### config.mk
export PLATFORM = sky130hd
export DESIGN_NAME = imem_boot_sequencer
export DESIGN_NICKNAME = d
export VERILOG_FILES = /design/src/rtl/imem_boot_sequencer.sv
export SDC_FILE = /design/constraint.sdc
export NUM_CORES = 1
export LEC_CHECK = 0
export ABC_CLOCK_PERIOD_IN_PS = 2500
export BUFFER_PORTS_ARGS = -buffer_cell sky130_fd_sc_hd__buf_4
export CAP_MARGIN = 15
export CORE_MARGIN = 2
export CORE_UTILIZATION = 40
export DETAILED_ROUTE_END_ITERATION = 12
export PLACE_DENSITY = 0.79
export SLEW_MARGIN = 10
export SYNTH_ARGS = -nofsm -noshare
export SYNTH_HDL_FRONTEND = slang
export SYNTH_SLANG_ARGS = --single-unit
### constraint.sdc
create_clock -name clk -period 2.5 [get_ports clk]
set_input_delay 0.625 -clock clk [delete_from_list [all_inputs] [get_ports clk]]
set_output_delay 0.625 -clock clk [all_outputs]
set_load 0.05 [all_outputs]
### src/rtl/imem_boot_sequencer.sv
// Boot/run controller for the single-cycle RV32I core: streams a program into
// instruction memory, releases the core, and watches for the halt idiom or a timeout.
module imem_boot_sequencer #(
    parameter int unsigned DEPTH      = 64,
    parameter int unsigned ADDR_W     = $clog2(DEPTH),
    parameter int unsigned MAX_CYCLES = 1024,
    parameter logic [31:0] HALT_INSTR = 32'h0000_0063
) (
    input  logic              clk,
    input  logic              reset_n,
    input  logic              load_start,
    input  logic              run_start,
    input  logic              load_valid,
    output logic              load_ready,
    input  logic [31:0]       load_data,
    input  logic              load_last,
    output logic              imem_we,
    output logic [ADDR_W-1:0] imem_waddr,
    output logic [31:0]       imem_wdata,
    output logic              core_reset_n,
    input  logic [31:0]       core_pc,
    input  logic [31:0]       core_instr,
    output logic              busy,
    output logic              halted,
    output logic              timeout,
    output logic              load_err,
    output logic [ADDR_W:0]   word_count,
    output logic [31:0]       cycle_count,
    output logic [31:0]       halt_pc
);

    typedef enum logic [2:0] {
        S_IDLE,
        S_LOAD,
        S_RELEASE,
        S_RUN,
        S_HALTED,
        S_TIMEOUT,
        S_ERROR
    } state_t;

    localparam logic [ADDR_W:0] LAST_IDX  = (ADDR_W+1)'(DEPTH - 1);
    localparam logic [31:0]     CYC_LAST  = 32'(MAX_CYCLES - 1);
    localparam logic [31:0]     CYC_LIMIT = 32'(MAX_CYCLES);

    state_t state;
    state_t state_nxt;
    logic   hs;
    logic   load_go;

    always_comb begin
        hs        = load_valid & load_ready;
        state_nxt = state;
        unique case (state)
            S_IDLE, S_ERROR: begin
                if (load_start) state_nxt = S_LOAD;
            end
            S_HALTED, S_TIMEOUT: begin
                if (load_start)     state_nxt = S_LOAD;
                else if (run_start) state_nxt = S_RELEASE;
            end
            S_LOAD: begin
                if (hs) begin
                    if (load_last)                  state_nxt = S_RELEASE;
                    else if (word_count == LAST_IDX) state_nxt = S_ERROR;
                end
            end
            S_RELEASE: state_nxt = S_RUN;
            S_RUN: begin
                if (core_instr == HALT_INSTR)   state_nxt = S_HALTED;
                else if (cycle_count == CYC_LAST) state_nxt = S_TIMEOUT;
            end
            default: state_nxt = S_IDLE;
        endcase
        load_go = (state_nxt == S_LOAD) && (state != S_LOAD);
    end

    // Status flags and core_reset_n are registered from the next state so they
    // line up exactly with the cycles spent in each state.
    always_ff @(posedge clk or negedge reset_n) begin
        if (!reset_n) begin
            state        <= S_IDLE;
            load_ready   <= 1'b0;
            busy         <= 1'b0;
            halted       <= 1'b0;
            timeout      <= 1'b0;
            load_err     <= 1'b0;
            core_reset_n <= 1'b0;
            imem_we      <= 1'b0;
            imem_waddr   <= '0;
            imem_wdata   <= '0;
            word_count   <= '0;
            cycle_count  <= '0;
            halt_pc      <= '0;
        end else begin
            state        <= state_nxt;
            load_ready   <= (state_nxt == S_LOAD);
            busy         <= (state_nxt == S_LOAD) || (state_nxt == S_RELEASE) ||
                            (state_nxt == S_RUN);
            halted       <= (state_nxt == S_HALTED);
            timeout      <= (state_nxt == S_TIMEOUT);
            load_err     <= (state_nxt == S_ERROR);
            core_reset_n <= (state_nxt == S_RUN) || (state_nxt == S_HALTED) ||
                            (state_nxt == S_TIMEOUT);

            imem_we <= hs;
            if (hs) begin
                imem_waddr <= word_count[ADDR_W-1:0];
                imem_wdata <= load_data;
            end

            if (load_go)  word_count <= '0;
            else if (hs)  word_count <= word_count + 1'b1;

            if (state == S_RELEASE) begin
                cycle_count <= '0;
                halt_pc     <= '0;
            end else if (state == S_RUN) begin
                if (cycle_count < CYC_LIMIT) cycle_count <= cycle_count + 32'd1;
                if (state_nxt == S_HALTED)   halt_pc <= core_pc;
            end
        end
    end

endmodule

# [Yosys cells after proc, flatten, opt, wreduce, memory -nomap -nowiden]
# Cells that the tools add are included.
[totals] register_bits=119 in_bits=102 out_inout_bits=116 word_cells=64
[op_classes] n_lt_le_gt_ge=1 mux=17 n_addsub=2 bitwise=1 reduce_logical=14 n_eq_ne=16
[ops] op="$mux W32" n=6
[ops] op="$add A32 B1 Y32 const B" n=1
[ops] op="$eq A32 B10 Y1 const B" n=1
[ops] op="$eq A32 B7 Y1 const B" n=1
[ops] op="$lt A32 B11 Y1 const B" n=1
[ops] op="$mux W3" n=8
[ops] op="$eq A3 B3 Y1 const B" n=6
[ops] op="$pmux W3 S5" n=1
[ops] op="$mux W7" n=2
[ops] op="$eq A3 B2 Y1 const B" n=4
[ops] op="$reduce_bool A2 Y1" n=4
[ops] op="$add A7 B1 Y7 const B" n=1
[ops] op="$eq A7 B6 Y1 const B" n=1
[ops] op="$eq A3 B1 Y1 const B" n=2
[ops] op="$logic_or A1 B1 Y1" n=4
[ops] op="$reduce_and A2 Y1" n=2
[ops] op="$reduce_or A2 Y1" n=2
[ops] op="$logic_not A3 Y1" n=1
[ops] op="$ne A3 B1 Y1 const B" n=1
[ops] op="$and A1 B1 Y1" n=1
[ops] op="$logic_and A1 B1 Y1" n=1

# [Depth between registers and ports, before layout]
[depth] word_depth=9 ltp_mapped=7 depth_no_buf=7

# [Worst setup path after synthesis]
# OpenSTA, ideal clock, no wires.
[synth_path] path_kind="flip-flop to flip-flop" from="register cycle_count[3]" to="register word_count[0]" arrival_ns=2.087 required_time_ns=2.364 setup_ns=0.136 setup_slack_ns=0.277 synth_period_minus_slack_ns=2.223 stages_incl_launch_ff=7 cell_sequence="dfrtp_1 -> and4_1 -> nand4_2 -> nor4_4 -> nor3_1 -> nor4_4 -> a21oi_1"
[synth_between] elab_chain_cells=7 elab_cells_between_ends=8
[synth_lines] element="start, declared" line="28" text="output logic [31:0] cycle_count,"
[synth_lines] element="start signal, assigned" line="119" text="if (cycle_count < CYC_LIMIT) cycle_count <= cycle_count + 32'd1;"
[synth_lines] element="$eq A32 B10 Y1 (*)" line="71" text="else if (cycle_count == CYC_LAST) state_nxt = S_TIMEOUT;"
[synth_lines] element="$mux W3 (*)" line="71"
[synth_lines] element="$mux W3 (*)" line="70" text="if (core_instr == HALT_INSTR) state_nxt = S_HALTED;"
[synth_lines] element="$pmux W3 S5 (*)" line="54" text="unique case (state)"
[synth_lines] element="$eq A3 B1 Y1 (*)" line="75" text="load_go = (state_nxt == S_LOAD) && (state != S_LOAD);"
[synth_lines] element="$logic_and A1 B1 Y1 (*)" line="75"
[synth_lines] element="$mux W7 / $reduce_bool A2 Y1 (equally long branches)"
[synth_lines] element="end signal, assigned" line="113" text="else if (hs) word_count <= word_count + 1'b1;"
[synth_lines] element="end, declared" line="27" text="output logic [ADDR_W:0] word_count,"
# Mark *: on every way between the ends. The rest lies on a longest branch, timed or not.
# A chain may end at the register's enable or synchronous reset.

# [Worst setup path in the final report]
[layout_path] from="register cycle_count[16]" to="register word_count[6]"
# Same word-level chain as after synthesis.

==> metrics.md <==
| Metric | Value |
|---|---|
| Layout cells sized above 1 | a little over a third |
| Tcrit/Tclk final | about nine tenths |
| Pwr Total | 7760 uW |
| Worst R2R Setup Slack | 240 ps |
| Vias in the first global route | between 4k and 5k |
| Sequential power share | between 30% and 40% |
| Hold_buf cts | 0 |
| Syn-to-layout area delta | 47.5% |
| Arr. time, crit path | approximately 2500 ps |
| M3 GR Usage | under 10% |
| FF-to-FF Start | cycle_count[16] |
| # fillers | 1033 |
| CTS Buf Count | 17 |
| Placed Area | between 0.006 and 0.007 mm2 |
| Fmax | around 0.44 GHz |
| Critical path type | reg2reg |
| Yosys warning total | 0 |
| Area of the multi-input gates | ~0.0019 mm2 |
| Worst setup EP type | register |
| Top-Level Pins | between 200 and 250 |
| Final Hold Viols | 0 |
| Rows | 40 |
| Post-Route Setup TNS | 0 ps |
| # port buffers | roughly 220 |
| Switching Share | approximately two fifths |
| GPL Wtd Cong | 0.853 |
| Slew margin rel. | between 50% and 60% |
| CTS tree | done |
| Syn Area/Cell | around 9.8 um2 |
| Met2 Usage GRT | 30.3% |
| Total number of vias | 4358 |
| M1 GR Usage | 24.6% |
| Top_reg_cell synth | dfrtp_1 |
| H-tree Lvls | 4 |
| Synth area leaders | dfrtp_1, nand2_1, and2_1 |
| Number of remaining DRC errors | 0 |
| Diode count | 0 |
| #FFs+latches synth | 119 |
| Crit path capture | word_count[6] |
| Final worst path period need | ~2300 ps |
| Clk pwr share | 28.0% |
| Initial antenna violation count | 0 |
| Synth top area share | 59.7% |
| Final hold slack | ~300 ps |
| Clk_skew | a little over 6 ps |
| Max Cap Viol | 0 |
| First-pass GRT wire length | 20300 um |
| Distinct cells, synth | 49 |
| Post-synth net total | 611 |
| Die W | roughly 120 um |
| Via-to-Cell Ratio | 4.80 |
| Hold WC Path Type | in2async |
| Detailed Place HPWL | roughly 9400 um |
| Synthesized cell area | 0.00499 mm2 |
| GR Overflow Total | 0 |
| Unrepaired setup endpoints after global routing | no |
| Postcts setup bufs | 0 |
| Starting Density | about two fifths |
| Sequential cell area | between 0.002 and 0.003 mm2 |
| Post-route ant nets | 0 |
| Ys async rst share | 100% |
| Setup crit start | cycle_count[16] |
| Register area share after synthesis | 59.7% |
| Top cell type by total area after synthesis | dfrtp_1 |
| Clock sink count | between 100 and 150 |
| Pwr Density | 1050 mW/mm2 |
| NumNets Final | 833 |
| Post-route cell area | 0.00735 mm2 |
| Cell count after synthesis | approximately 510 |
| Comb power frac | about two fifths |
| RR Endpoint | word_count[6] |
| Outcome | finished clean |
| Worst-Margin Slew | approximately 630 ps |
| Clk buf depth | 2 |
| Largest net degree at the start of global routing | 120 |
| CTS root buf | clkbuf_16 |
| Max Slew Vio Count | 0 |
| Worst-path fanout max | 8 |
| Core footprint | ~0.012 mm2 |
| Internal power | 4560 uW |
| WL/cell | around 14 um |
| 1st-iter DRT viols | 217 |
| Lkg Pwr | between 0.003 and 0.004 uW |
| Switching Power | around 3200 uW |
| Setup crit start kind | register |
| Clock Latency Late Sink | just over 400 ps |
| R2r worst-path depth | 6 |
| Clock slew at reported path FFs | around 50 ps |
| Die Y | between 100 and 150 um |
| Worst ir drop on vdd | approximately 0.45 mV |
| Die area | between 0.01 and 0.015 mm2 |
| Finish-stage setup viols | 0 |
| Overall Global Routing Usage | a little under 20% |
| Wirelength, routed | roughly 13000 um |
| Post-synth EDFFs | 0 |
| DRT Pass-1 Iters | 4 |
| Busiest grt layer | met2 |
| Fin util | around 61% |
| CP Data Required Time | 2760 ps |
| CTS resizes | 0 |
-- layout make-up --
type	count	area share, %
Inverter	4	0.204
Tap cell	168	2.86
Timing Repair Buffer	225	23.3
Sequential cell	119	40.5
Clock buffer	20	6.07
Clock inverter	10	1.12
Multi-Input combinational cell	362	25.9
-- worst max-delay path: stages, from the launching register on --
cell and delay [ps]:
dfrtp_1 410, nor4_1 470, nand2_1 270, nor4_4 240, nor3_1 140, nor4_4 430, a21oi_1 150
-- placed cells by master (no fill, tap or decap), types with 3 or more instances in the layout --
cell,instances
buf_4,223
nand2_1,189
dfrtp_1,119
o21ai_0,27
and2_1,23
nor2_1,18
clkbuf_16,17
nand4_1,10
a21oi_1,10
o21ai_1,10
xor2_1,9
nor4_1,7
nand3_1,6
nor4_4,6
clkinv_2,6
nor3_1,5
xnor2_1,5
nor2b_1,3
inv_1,3
clkinvlp_4,3
-- power by group through the flow --
| stage | combinational [uW] | clock [uW] | sequential, uW |
|---|---|---|---|
| after floorplan | 785 | 0 | 3820 |
| after global placement | 2970 | 0 | 2580 |
| after detailed placement | 3040 | 0 | 2600 |
| after CTS | 3040 | 2230 | 2570 |
| after global routing | 3230 | 2330 | 2620 |
| final | 3020 | 2170 | 2570 |
-- state kept, by name, summed over array words and instances, names as in the netlist, 3 cells and up --
name	count
halt_pc	32
imem_wdata	32
imem_waddr	6
cycle_count	32
state	3
word_count	7
-- stage by stage --
step,instances,setup WS [ps]
after floorplan,507,277
after global placement,878,263
after detailed placement,878,204
after CTS,908,261
after global routing,908,72.7
final,908,242
-- synth_stat cells (all sizes together) (2+ instances only) --
library cell / n
nand2: 189
xor2: 9
nor3: 5
mux2i: 2
nand4: 12
dfrtp: 119
nor4: 14
buf: 8
nor4b: 2
a21oi: 11
nor2b: 3
nor2: 19
xnor2: 5
and2: 23
o21ai: 38
or2: 3
nor3b: 2
inv: 3
nand3: 6
a22o: 2
clkbuf: 14
ha: 2
and4: 2
-- logic make-up after synthesis --
kind of cell,share of synthesized area (%)
xor gates and xnor gates,2.46
and+or+nand+nor,28.1
adders and majority gates,0.502
buffers and inverters,2.11
DFF,59.7
AOI/OAI and AO/OA,6.73
muxes,0.402
-- layer usage --
| metal | vias to the layer above | part of all wire [%] |
|---|---|---|
| li1 | 2120 | - |
| met1 | 2049 | 42 |
| met2 | 173 | 47 |
| met3 | 16 | 9.2 |
| met4 | 0 | 1.6 |
| met5 | - | 0 |
-- worst min-delay path by stage --
stage / startpoint / endpoint / slack (ps) / cells after the start
6_report: reset_n / imem_waddr[0] / 300 / 2
5_1_grt: reset_n / imem_wdata[29] / 330 / 2
4_1_cts: reset_n / imem_wdata[29] / 330 / 2
3_5_place_dp: imem_wdata[29] / imem_wdata[29] / 460 / 2
3_3_place_gp: imem_wdata[26] / imem_wdata[26] / 460 / 2
2_1_floorplan: reset_n / busy / 330 / 0
(Power assumes the default switching activity.)
